`config.mk`:
```
export PLATFORM = sky130hd
export DESIGN_NAME = pwm_duty_capture
export DESIGN_NICKNAME = d
export VERILOG_FILES = /design/src/rtl/pwm_cap_pkg.sv /design/src/rtl/pwm_cap_channel.sv /design/src/rtl/pwm_duty_capture.sv
export SDC_FILE = /design/constraint.sdc
export NUM_CORES = 1
export LEC_CHECK = 0
export BUFFER_PORTS_ARGS = -buffer_cell sky130_fd_sc_hd__buf_4
export CORE_ASPECT_RATIO = 0.5
export CORE_MARGIN = 3
export CORE_UTILIZATION = 35
export CTS_BUF_LIST = sky130_fd_sc_hd__clkbuf_16
export CTS_CLUSTER_SIZE = 8
export DETAILED_ROUTE_END_ITERATION = 6
export GPL_TIMING_DRIVEN = 0
export PLACE_DENSITY_LB_ADDON = 0.05
export SLEW_MARGIN = 0
export SYNTH_ARGS = -nofsm -noshare
export SYNTH_HDL_FRONTEND = slang
export SYNTH_SLANG_ARGS = --single-unit
```
`constraint.sdc`:
```
create_clock -name clk_24MHz_i -period 2.2 [get_ports clk_24MHz_i]
set_clock_uncertainty 0.1 [all_clocks]
set_input_delay 0 -clock clk_24MHz_i [delete_from_list [all_inputs] [get_ports clk_24MHz_i]]
set_output_delay 0 -clock clk_24MHz_i [all_outputs]
set_load 0.005 [all_outputs]
```
`src/rtl/pwm_cap_pkg.sv`:
```
// Purpose: shared types and helpers for the three-channel PWM duty capture block.
// Latency: n/a (types, constants and a combinational helper only).
// Backpressure: n/a.
package pwm_cap_pkg;

  // Width of every published duty value.
  localparam int unsigned DUTY_W = 8;

  // Largest representable duty; an all-low frame saturates to this.
  localparam logic [DUTY_W-1:0] DUTY_MAX = '1;

  typedef logic [DUTY_W-1:0] duty_t;

  // Scale a frame's low-cycle total down to DUTY_W bits by dropping the
  // low (frame_w - DUTY_W) bits (floor), clamping the one overflow case
  // (a frame that was low on every cycle) to DUTY_MAX.
  function automatic duty_t sat_duty(input logic [31:0] total, input int unsigned frame_w);
    logic [31:0] w_shifted;
    w_shifted = total >> (frame_w - DUTY_W);
    if (w_shifted > 32'(DUTY_MAX)) begin
      return DUTY_MAX;
    end
    return w_shifted[DUTY_W-1:0];
  endfunction

endpackage

```
`src/rtl/pwm_cap_channel.sv`:
```
// Purpose: one PWM channel - synchroniser, edge detect, low counter, toggle flag, duty/edge output registers.
// Latency: input to counter SYNC_STAGES cycles; outputs update on the frame_end clock edge.
// Backpressure: none; outputs hold their value until the next frame end.
module pwm_cap_channel
  import pwm_cap_pkg::*;
#(
  parameter int unsigned FRAME_W     = 16,
  parameter int unsigned SYNC_STAGES = 2
) (
  input  logic              clk,
  input  logic              rst_n,
  input  logic              pwm_n,
  input  logic              frame_end,
  output logic [DUTY_W-1:0] duty,
  output logic              edge_seen
);

  // Synchroniser chain; reset to 1 so the input reads as deasserted.
  logic [SYNC_STAGES-1:0] r_sync;
  // Previous synchronised value, used for edge detection.
  logic                   r_prev;
  // Low-cycle counter; one extra bit so an all-low frame (2^FRAME_W) fits.
  logic [FRAME_W:0]       r_low_cnt;
  // Sticky flag: at least one synchronised edge seen this frame.
  logic                   r_toggle;
  // Published results of the last completed frame.
  logic [DUTY_W-1:0]      r_duty;
  logic                   r_edge_seen;

  logic                   w_sync;
  logic                   w_act;
  logic                   w_edge;
  logic [FRAME_W:0]       w_total;

  assign w_sync  = r_sync[SYNC_STAGES-1];
  assign w_act   = ~w_sync;
  assign w_edge  = w_sync ^ r_prev;
  // The frame-end cycle's own sample belongs to the ending frame.
  assign w_total = r_low_cnt + (FRAME_W+1)'(w_act);

  // Shift the asynchronous input through the synchroniser and track the previous synced value.
  always_ff @(posedge clk) begin
    if (!rst_n) begin
      r_sync <= '1;
      r_prev <= 1'b1;
    end else begin
      r_sync <= {r_sync[SYNC_STAGES-2:0], pwm_n};
      r_prev <= w_sync;
    end
  end

  // Accumulate low cycles and edges; restart both at frame end so the next sample starts the new frame.
  always_ff @(posedge clk) begin
    if (!rst_n) begin
      r_low_cnt <= '0;
      r_toggle  <= 1'b0;
    end else if (frame_end) begin
      r_low_cnt <= '0;
      r_toggle  <= 1'b0;
    end else begin
      r_low_cnt <= w_total;
      r_toggle  <= r_toggle | w_edge;
    end
  end

  // Publish the completed frame's duty and edge flag; hold between frame ends.
  always_ff @(posedge clk) begin
    if (!rst_n) begin
      r_duty      <= '0;
      r_edge_seen <= 1'b0;
    end else if (frame_end) begin
      r_duty      <= sat_duty(32'(w_total), FRAME_W);
      r_edge_seen <= r_toggle | w_edge;
    end
  end

  assign duty      = r_duty;
  assign edge_seen = r_edge_seen;

endmodule

```
`src/rtl/pwm_duty_capture.sv`:
```
// Purpose: three-channel active-low PWM duty decoder publishing 8-bit duty per 2^FRAME_W clock frame.
// Latency: SYNC_STAGES cycles input to count; results and duty_valid_o appear the cycle after frame end.
// Backpressure: none; consumers sample on duty_valid_o, outputs hold between pulses.
module pwm_duty_capture
  import pwm_cap_pkg::*;
#(
  // FRAME_W must be >= 8 and match the source PWM period; SYNC_STAGES must be >= 2.
  parameter int unsigned FRAME_W     = 16,
  parameter int unsigned SYNC_STAGES = 2
) (
  input  logic                   clk_24MHz_i,
  input  logic                   rst_n_i,
  input  logic                   PWM_R_n_i,
  input  logic                   PWM_G_n_i,
  input  logic                   PWM_B_n_i,
  output logic [DUTY_W-1:0]      duty_R_o,
  output logic [DUTY_W-1:0]      duty_G_o,
  output logic [DUTY_W-1:0]      duty_B_o,
  output logic                   duty_valid_o,
  output logic [2:0]             edge_seen_o
);

  // Shared free-running frame counter.
  logic [FRAME_W-1:0] r_frame_cnt;
  logic               r_duty_valid;
  logic               w_frame_end;
  logic               w_edge_r;
  logic               w_edge_g;
  logic               w_edge_b;

  // Last cycle of a frame is when the counter is all ones.
  assign w_frame_end = &r_frame_cnt;

  // Free-running frame counter; a reset restarts the frame and discards any partial one.
  always_ff @(posedge clk_24MHz_i) begin
    if (!rst_n_i) begin
      r_frame_cnt <= '0;
    end else begin
      r_frame_cnt <= r_frame_cnt + FRAME_W'(1);
    end
  end

  // One-cycle valid pulse coinciding with the channels' output update.
  always_ff @(posedge clk_24MHz_i) begin
    if (!rst_n_i) begin
      r_duty_valid <= 1'b0;
    end else begin
      r_duty_valid <= w_frame_end;
    end
  end

  pwm_cap_channel #(
    .FRAME_W     (FRAME_W),
    .SYNC_STAGES (SYNC_STAGES)
  ) u_chan_r (
    .clk       (clk_24MHz_i),
    .rst_n     (rst_n_i),
    .pwm_n     (PWM_R_n_i),
    .frame_end (w_frame_end),
    .duty      (duty_R_o),
    .edge_seen (w_edge_r)
  );

  pwm_cap_channel #(
    .FRAME_W     (FRAME_W),
    .SYNC_STAGES (SYNC_STAGES)
  ) u_chan_g (
    .clk       (clk_24MHz_i),
    .rst_n     (rst_n_i),
    .pwm_n     (PWM_G_n_i),
    .frame_end (w_frame_end),
    .duty      (duty_G_o),
    .edge_seen (w_edge_g)
  );

  pwm_cap_channel #(
    .FRAME_W     (FRAME_W),
    .SYNC_STAGES (SYNC_STAGES)
  ) u_chan_b (
    .clk       (clk_24MHz_i),
    .rst_n     (rst_n_i),
    .pwm_n     (PWM_B_n_i),
    .frame_end (w_frame_end),
    .duty      (duty_B_o),
    .edge_seen (w_edge_b)
  );

  assign duty_valid_o = r_duty_valid;
  assign edge_seen_o  = {w_edge_r, w_edge_g, w_edge_b};

endmodule

```
* Word-level counts from Yosys, hierarchy flattened
Index checks and enable logic that the tools add are counted.
** Word-level totals
- Flip-flop bits (word level) :: 107
- Input bits :: 5
- Output and inout port bits :: 28
- Logic and storage cells :: 54
** Operators by class
- $add $sub $neg :: 4
- Magnitude comparators :: 3
- Multiplexer cells :: 15
- Bitwise logic cells :: 10
- Reduce and logical (&&, ||, !) cells :: 2
** Operators by type and width (count)
- adder 17 x 1 -> 17 bit :: 3
- 2-to-1 mux 8 bit :: 6
- greater-than comparator 9 x 8 -> 1 bit (second input constant) :: 3
- adder 16 x 1 -> 16 bit (second input constant) :: 1
- AND reduction 16 bit :: 1
- 2-to-1 mux 1 bit :: 9
- inverter 1 bit :: 4
- OR 1 bit :: 3
- XOR 1 bit :: 3
- OR reduction 2 bit :: 1

* Depth between registers and ports, before layout
Gate-level depths: netlist of run 1.
- Word-level depth :: 7
- Mapped depth :: 8
- Mapped depth without buffers :: 8

* Hierarchy
Synthesis of run 1 repeated with hierarchy kept, for this count alone.
** Second synthesis, totals
- Cells, all modules :: 469
- Area total of the unflattened synthesis :: 4337.9 um^2
** By module, submodules not included
- pwm_cap_channel (u_chan_b ...) :: times used 2, cells an instance 129, area an instance 1171.1 um^2, sequential area each 600.6 um^2
- pwm_cap_channel (u_chan_r) :: times used 1, cells an instance 127, area an instance 1184.9 um^2, sequential area each 600.6 um^2
- pwm_duty_capture :: times used 1, cells an instance 84, area an instance 810.8 um^2, sequential area each 340.3 um^2

* Worst setup path before layout of run 1
No wires, ideal clock.
- Path type :: reg2reg
- Start point :: reg u_chan_b.r_sync[1]
- End point :: reg u_chan_b.r_duty[7], in the netlist u_chan_b.duty[7]
- Setup time :: 115 ps
- Arrival time :: 1861 ps
- Data required time :: 1985 ps
- Setup slack :: 125 ps
- Cell stages (with the launch flop) :: 9
- Path buffers :: 0
- Period minus slack after synthesis :: 2075 ps
- Path through :: dfxtp_1 inv_1 ha_1 ha_1 nand4_1 nor4_1 xnor2_1 a21oi_1 a21o_2
** Between the ends
- Cells in the longest elaborated chain, start to end :: 7
** Ends and longest elaborated chain
- start: declaration :: RTL line pwm_cap_channel.sv:19 : logic [SYNC_STAGES-1:0] r_sync;
- start signal: assignment :: RTL line pwm_cap_channel.sv:47 : r_sync <= {r_sync[SYNC_STAGES-2:0], pwm_n};
- inverter 1 bit * :: RTL line pwm_cap_channel.sv:36 : assign w_act = ~w_sync;
- adder 17 x 1 -> 17 bit * :: RTL line pwm_cap_channel.sv:39 : assign w_total = r_low_cnt + (FRAME_W+1)'(w_act);
- greater-than comparator 9 x 8 -> 1 bit :: RTL line pwm_cap_pkg.sv:20 : if (w_shifted > 32'(DUTY_MAX)) begin
- 2-to-1 mux 1 bit :: RTL line pwm_cap_pkg.sv:20
- 2-to-1 mux 1 bit :: RTL line pwm_cap_channel.sv:71 : end else if (frame_end) begin
- 2-to-1 mux 1 bit :: RTL line pwm_cap_channel.sv:68 : if (!rst_n) begin
- 2-to-1 mux 8 bit * :: RTL line pwm_cap_pkg.sv:23 : return w_shifted[DUTY_W-1:0];
- end signal: assignment :: RTL line pwm_cap_channel.sv:72 : r_duty <= sat_duty(32'(w_total), FRAME_W);
- end: declaration :: RTL line pwm_cap_channel.sv:27 : logic [DUTY_W-1:0] r_duty;
Mark *: on every way between the ends. The rest lies on a longest branch, timed or not. The select of a mux whose other input is x is not followed.
A chain may end at the register's enable or synchronous reset.

* Worst setup path in the final report of run 1
- Start point :: reg u_chan_b.r_sync[1]
- End point :: reg u_chan_b.r_duty[6], in the netlist u_chan_b.duty[6]
The elaborated chain is that of the path after synthesis.

==> reports/results.ini, run 1 <==
[finish]
stdcell_count=682
antenna_cells_inserted=0
drive_gt1_frac=0.193
layout.nets=524
multi_input_comb_area_um2=2190
sequential_cell_area_um2=2140
area_added_between_synthesis_and_finish_pct=23.4
number_of_fill_cells_in_the_layout=1200

[critical_path]
cp-end-kind=register
r2r_slack_ps=100
timing.reg2reg.worst_path_depth=8
reg2reg_to=u_chan_b.duty[6]
worst-path-max-fanout=3
critPathRequiredTime_ps=2340
worst_r2r_startpoint=u_chan_b.r_sync[1]
critPathArrivalTime_ps=2240
worstSetupStartpointType=register
path_class=reg2reg

[place]
gp_congestion=0.765
placedCellCount=656
place.detailed.hpwl_mm=6.38
numPortBuffers=32
place_ws_ps=-206

[timing]
max_freq_mhz=476
hold_violations=0
worst_slew_margin_rel=0.642
final.hold.worst_slack_ps=85.6
setup_viol_count_final=0
period_minus_slack_ps=2100
report.final.slew_viol_count=0
fin_ws_ps=99.2
worstMarginPinSlew_ps=536
period_share=0.955

[synthesis]
ys_warn_count=0
synthDominantAreaCellType=dfxtp_1
syn_avg_cell_area_um2=9.50
post_synth_inst_count=459
number_of_distinct_library_cell_variants_in_the_gate_level_netlist_after_synthesis=41
synth.top_cells.by_count=107 x dfxtp_1, 69 x nor2_1, 52 x xnor2_1
synth_seq_cells=107
synth_async_sr_flop_share=0
synth.area.top_cells=dfxtp_1 49%, xnor2_1 10%, nor2_1 5.9%, a21o_1 2.8%, nand3_1 2.6%
syn_area_um2=4360
ys.flop_type=dfxtp_1
number_of_enable_type_register_cells_in_the_synthesized_netlist=0
most_numerous_cell_in_the_yosys_netlist=dfxtp_1
syn-num-nets=471
synth_seq_area_share=0.491
synth_top_area_share=0.491

[min_path]
worstHoldStart=rst_n_i
endpoint_of_the_worst_hold_path=r_frame_cnt[0]
worst_hold_path_type=in2reg
hold_path_depth=3

[drt]
drt_first_pass_iters=4
drc_errors=0
drtIter0Drc=149
detailroute.via_count=3150
dr_wl_cell_um=13.4
avgViaCountPerCell=4.62
wl_mm=9.12
postRouteAntennaNets=0

[run_status]
outcome=finished clean

[global_routing]
grt_pass1_wl_mm=15.5
overflow=0
antenna_found_initial=0
grtUsageTotal=0.142
grt_start_max_net_pins=19
number_of_global_route_vias_before_repair=3134

[cts]
cts-root-buf=clkbuf_16
clkTransAtPathRegs_ps=70
tritoncts=done
number_of_buffers_created_by_cts=9
tritoncts_num_sinks=107
clock_tree.htree_level_count=3
clock_insertion_delay_at_the_later_pin_of_the_skew_report_ps=350
cts_buffer_depth=2

[die]
start_util=0.364
die_width_um=164
die_y_um=84.9
dieArea_um2=13900
design.core.area_um2=12000
row_count=28
pin_count=33

[power_and_ir_drop]
power_density_nw_per_um2=730
p_leak_nw=2.18
vdd.ir_drop.worst_mv=0.319

[run]
maxCapViolCount=0

[power by group]
group | switching [mW] | total (mW) | leakage (nW) | internal, mW
clock network | 0.748 | 1.87 | 0.170 | 1.12
logic | 0.0558 | 0.0946 | 1.14 | 0.0388
registers | 0.00996 | 1.96 | 0.865 | 1.95
total | 0.814 | 3.93 | 2.18 | 3.12
[per-stage QoR]
stage / cell area [µm²] / power (mW) / util / setup TNS, ps
floorplan: 4360 / 2.07 / - / 0
global placement: 4810 / 2.10 / 0.401 / -5570
detailed placement: 4810 / 2.10 / 0.401 / -5560
CTS: 5310 / 3.99 / 0.443 / 0
global route: 5380 / 4.09 / 0.449 / -30.8
finish: 5380 / 3.93 / 0.449 / 0
[placed cells by master (no fill, tap or decap), types with 16 or more instances in the layout]
| cell type | synthesis | final |
|---|---|---|
| a21o_1 | 16 | 16 |
| a21oi_1 | 19 | 18 |
| buf_4 | 4 | 43 |
| dfxtp_1 | 107 | 106 |
| nand2_1 | 23 | 23 |
| nand3_1 | 23 | 22 |
| nor2_1 | 69 | 69 |
| nor3_1 | 16 | 16 |
| xnor2_1 | 52 | 49 |
[registers in the layout, indices dropped and copies added (netlist names), 2 cells and up]
| signal | count |
|---|---|
| u_chan_r.r_low_cnt | 17 |
| u_chan_g.r_sync | 2 |
| u_chan_b.r_sync | 2 |
| u_chan_b.r_low_cnt | 17 |
| u_chan_g.duty | 8 |
| u_chan_g.r_low_cnt | 17 |
| u_chan_b.duty | 8 |
| u_chan_r.duty | 8 |
| u_chan_r.r_sync | 2 |
| r_frame_cnt | 16 |
[layer usage]
metal | GRT usage | up-vias | share of wire
li1 | - | 1662 | -
met1 | 0.200 | 1456 | 0.53
met2 | 0.212 | 25 | 0.43
met3 | 0.0473 | 7 | 0.031
met4 | 0.0299 | 0 | 0.0072
met5 | 0 | - | 0
[worst max path at each step]
stage               depth (start not counted)  slack, ps          endpoint          startpoint
floorplan                                   8        120  u_chan_b.duty[7]  u_chan_b.r_sync[1]
global placement                            8       -220  u_chan_b.duty[7]  u_chan_b.r_sync[1]
detailed placement                          7       -210  u_chan_g.duty[3]      r_frame_cnt[0]
CTS                                         8         10  u_chan_b.duty[7]  u_chan_b.r_sync[1]
global route                               10        -20  u_chan_b.duty[4]  u_chan_b.r_sync[1]
finish                                      8        100  u_chan_b.duty[6]  u_chan_b.r_sync[1]
[critical path: stages, from the launching register on]
cell,delay [ps]
dfxtp_1,320
inv_1,70
ha_1,190
ha_1,230
nand4_1,110
buf_4,170
nor4_2,430
a31oi_1,160
a22o_2,220
[cell families (layout without fill, tap and decap cells)]
logic type | Yosys count | after routing | synth area share
xor+xnor | 65 | 65 | 0.131
flops | 107 | 107 | 0.491
mux | 1 | 1 | 0.00258
compound gates | 51 | 51 | 0.0803
fa+ha+maj | 7 | 7 | 0.0201
buf+inv | 29 | 87 | 0.0373
simple gates | 199 | 199 | 0.238
[final cells by class]
type                    count  area share
multi-input cells         323       0.408
clock buffers               9      0.0418
clock inverters             7      0.0228
inverters                  12     0.00837
repair buffers             42      0.0604
flip-flops and latches    107       0.398
plain buffers              17      0.0223
well taps                 165      0.0384
[repair_timing]
| action | in CTS | in global routing |
|---|---|---|
| hold endpoints to repair | 3 | 0 |
| endpoints found under the setup margin | 44 | 33 |
| hold buffers | 4 | 0 |
| pin swaps | 3 | 4 |
| buffers inserted | 4 | 2 |
| gates resized for setup | 12 | 10 |
Note: power is estimated with default switching activity, not from simulation.
==> inputs of run 2 (changes only) <==
Settings changed: SYNTH_HIERARCHICAL set to 1.
==> reports/results.ini, run 2 <==
[run_status]
outcome=finished clean

[power_and_ir_drop]
vdd.ir_drop.worst_mv=0.393  ; +23%
p_leak_nw=2.02  ; -7.4%
report.power.total_mw=3.74  ; -5.0%
power_density_nw_per_um2=684  ; -6.3%

[cts]
cts-root-buf=clkbuf_16
clkTransAtPathRegs_ps=70  ; about the same
cts_buffer_depth=2  ; unchanged
number_of_buffers_created_by_cts=9  ; unchanged
tritoncts_num_sinks=107  ; unchanged
clock_insertion_delay_at_the_later_pin_of_the_skew_report_ps=340  ; about the same
clock_tree.htree_level_count=3  ; unchanged
tritoncts=done

[finish]
stdcell_area_um2=5460  ; +1.4%
sequential_cell_area_um2=2140  ; unchanged
number_of_fill_cells_in_the_layout=1166  ; -2.8%
area_added_between_synthesis_and_finish_pct=25.8
antenna_cells_inserted=0  ; unchanged
layout_top_registers=u_chan_b/r_low_cnt x17, u_chan_g/r_low_cnt x17, u_chan_r/r_low_cnt x17
drive_gt1_frac=0.203  ; +0.00958
layout_commonest_cell=dfxtp_1
most-common-layout-cells=106 x dfxtp_1, 58 x nor2_1, 45 x buf_4
multi_input_comb_area_um2=2240  ; +2.3%
layout.nets=539  ; +2.9%

[synthesis]
synth.top_cells.by_count=107 x dfxtp_1, 59 x nor2_1, 37 x xnor2_1
syn_area_um2=4340  ; -0.52%
syn-num-nets=481  ; +2.1%
ys_warn_count=6  ; +6
synth.area.top_cells=dfxtp_1 49%, xnor2_1 7.5%, nor2_1 5.1%, o21ai_0 3.6%, a21oi_1 3.3%
synth_seq_cells=107  ; unchanged
most_numerous_cell_in_the_yosys_netlist=dfxtp_1
ys.flop_type=dfxtp_1
number_of_distinct_library_cell_variants_in_the_gate_level_netlist_after_synthesis=36  ; -12%
synth_async_sr_flop_share=0  ; unchanged
synthDominantAreaCellType=dfxtp_1
number_of_enable_type_register_cells_in_the_synthesized_netlist=0  ; unchanged
synth_top_area_share=0.494  ; +0.00255
syn_avg_cell_area_um2=9.25  ; -2.6%
synth_seq_area_share=0.494  ; +0.00255
post_synth_inst_count=469  ; +2.2%

[place]
numPortBuffers=32  ; unchanged
place_area_um2=4790  ; -0.39%
place_ws_ps=-605  ; -400 ps
gp_congestion=0.751  ; -1.8%
place.detailed.hpwl_mm=5.81  ; -8.9%

[timing]
fin_ws_ps=40.5  ; -58.7 ps
setup_viol_count_final=0  ; unchanged
report.final.slew_viol_count=0  ; unchanged
final.hold.worst_slack_ps=306  ; +220 ps
hold_violations=0  ; unchanged
period_share=0.982  ; +0.0267
period_minus_slack_ps=2160  ; +58.7 ps
max_freq_mhz=463  ; -2.7%
worst_slew_margin_rel=0.712  ; +0.0692
worstMarginPinSlew_ps=433  ; -104 ps

[drt]
dr_wl_cell_um=12.9  ; -3.5%
drtIter0Drc=142  ; -4.7%
detailroute.via_count=3278  ; +4.1%
drc_errors=0  ; unchanged
drt_first_pass_iters=4  ; unchanged
postRouteAntennaNets=0  ; unchanged
avgViaCountPerCell=4.70  ; +1.8%
wl_mm=8.99  ; -1.4%

[die]
design.core.area_um2=11900  ; -0.29%
pin_count=33  ; unchanged
die_y_um=84.7  ; -0.24%
dieArea_um2=13800  ; -0.49%
row_count=28  ; unchanged
die_width_um=163  ; -0.25%
start_util=0.363  ; -0.000818

[critical_path]
path_class=reg2reg
worst_r2r_startpoint=u_chan_b/r_sync[1]
worstSetupStartpointType=register
timing.reg2reg.worst_path_depth=8  ; unchanged
r2r_slack_ps=40  ; -60 ps
worst-path-max-fanout=8  ; +5
critPathRequiredTime_ps=2320  ; -20 ps
critPathArrivalTime_ps=2280  ; +40 ps
max_stage_delay_ps=480  ; +50 ps
worstPathCellList=inv_2 -> ha_4 -> ha_4 -> nand4_1 -> nor4_4 -> mux2i_4 -> buf_12 -> a21oi_1
critical-path-slowest-cell=nor4_4
cp_common_cell=ha_4
cp-end-kind=register
reg2reg_to=u_chan_b/duty[2]

[run]
maxCapViolCount=0  ; unchanged

[min_path]
endpoint_of_the_worst_hold_path=u_chan_r/r_sync[1]
hold_path_depth=1  ; -2
worst_hold_path_type=reg2reg
worstHoldStart=u_chan_r/r_sync[0]

[global_routing]
grt_start_max_net_pins=22  ; +3
number_of_global_route_vias_before_repair=3066  ; -2.2%
antenna_found_initial=0  ; unchanged
grtUsageTotal=0.133  ; -0.00891
overflow=0  ; unchanged
grt_pass1_wl_mm=14.9  ; -4.0%

-- run 2: changes by cell type in the layout (fill, tap and decap cells not counted), moves of 5 or more --
cell / previous run / this run
nand3_1: 22 / 16
o21ai_0: 0 / 31
buf_2: 5 / 0
ha_4: 0 / 6
a21oi_1: 18 / 27
ha_1: 6 / 1
a21o_1: 16 / 0
nor4_1: 4 / 9
inv_1: 12 / 17
nor2_1: 69 / 58
xnor2_1: 49 / 37
-- run 2: worst max-delay path by stage --
stage	start	end
after floorplan	u_chan_b/r_sync[1]	u_chan_b/duty[7]
final	u_chan_b/r_sync[1]	u_chan_b/duty[2]
after CTS	r_frame_cnt[0]	u_chan_b/r_low_cnt[10]
after global placement	u_chan_b/r_sync[1]	u_chan_b/duty[7]
after detailed placement	r_frame_cnt[0]	u_chan_g/duty[7]
after global routing	u_chan_b/r_sync[1]	u_chan_b/duty[7]
-- run 2: power by group --
part	total (mW)	switching [mW]	internal, mW
Clock	1.67	0.691	0.984
Sequential	1.97	0.0125	1.96
Combinational	0.0921	0.0544	0.0376
Total	3.74	0.758	2.98
-- run 2: area by class of cell --
type,instances,share of cell area
Buffer,13,0.0144
Clock buffer,9,0.0413
Clock inverter,7,0.0154
Inverter,18,0.0124
Multi-Input combinational cell,328,0.411
Sequential cell,107,0.393
Tap cell,165,0.0378
Timing Repair Buffer,50,0.0749
-- run 2: cells by family (layout without fill, tap and decap cells) --
| logic type | count (synthesis) | count (layout) | synth area share |
|---|---|---|---|
| buffers and inverters | 35 | 97 | 0.0346 |
| and+or+nand+nor | 196 | 197 | 0.253 |
| muxes | 4 | 4 | 0.00923 |
| AOI/OAI and AO/OA | 67 | 67 | 0.0825 |
| DFF | 107 | 107 | 0.494 |
| adders and majority gates | 7 | 7 | 0.0202 |
| xor gates and xnor gates | 53 | 53 | 0.107 |
-- run 2: timing repair --
item,4_1_cts,5_1_grt
hold endpoints to repair,13,0
cloned,0,1
pin swaps,5,5
setup endpoints to repair,81,66
gates resized for setup,18,25
hold buffers,7,0
setup buffers,7,4
-- run 2: metal layers --
metal / vias up / GRT usage / part of all wire
li1: 1725 / - / -
met1: 1518 / 0.184 / 0.53
met2: 28 / 0.204 / 0.43
met3: 7 / 0.0424 / 0.034
met4: 0 / 0.0299 / 0.0066
met5: - / 0 / 0
-- run 2: per-stage QoR --
stage	utilization	setup TNS, ps	cells
detailed placement	0.401	-36630	666
global route	0.457	-318	697
global placement	0.401	-34800	666
floorplan	-	0	469
finish	0.457	0	697
CTS	0.442	0	692
-- run 2: critical path, delay by kind of cell, from the launching register on --
kind | cells | cell delay [ps]
and+or+nand+nor | 2 | 720
DFF | 1 | 330
muxes | 1 | 310
adders and majority gates | 2 | 280
buffers and inverters | 2 | 230
AOI/OAI and AO/OA | 1 | 70
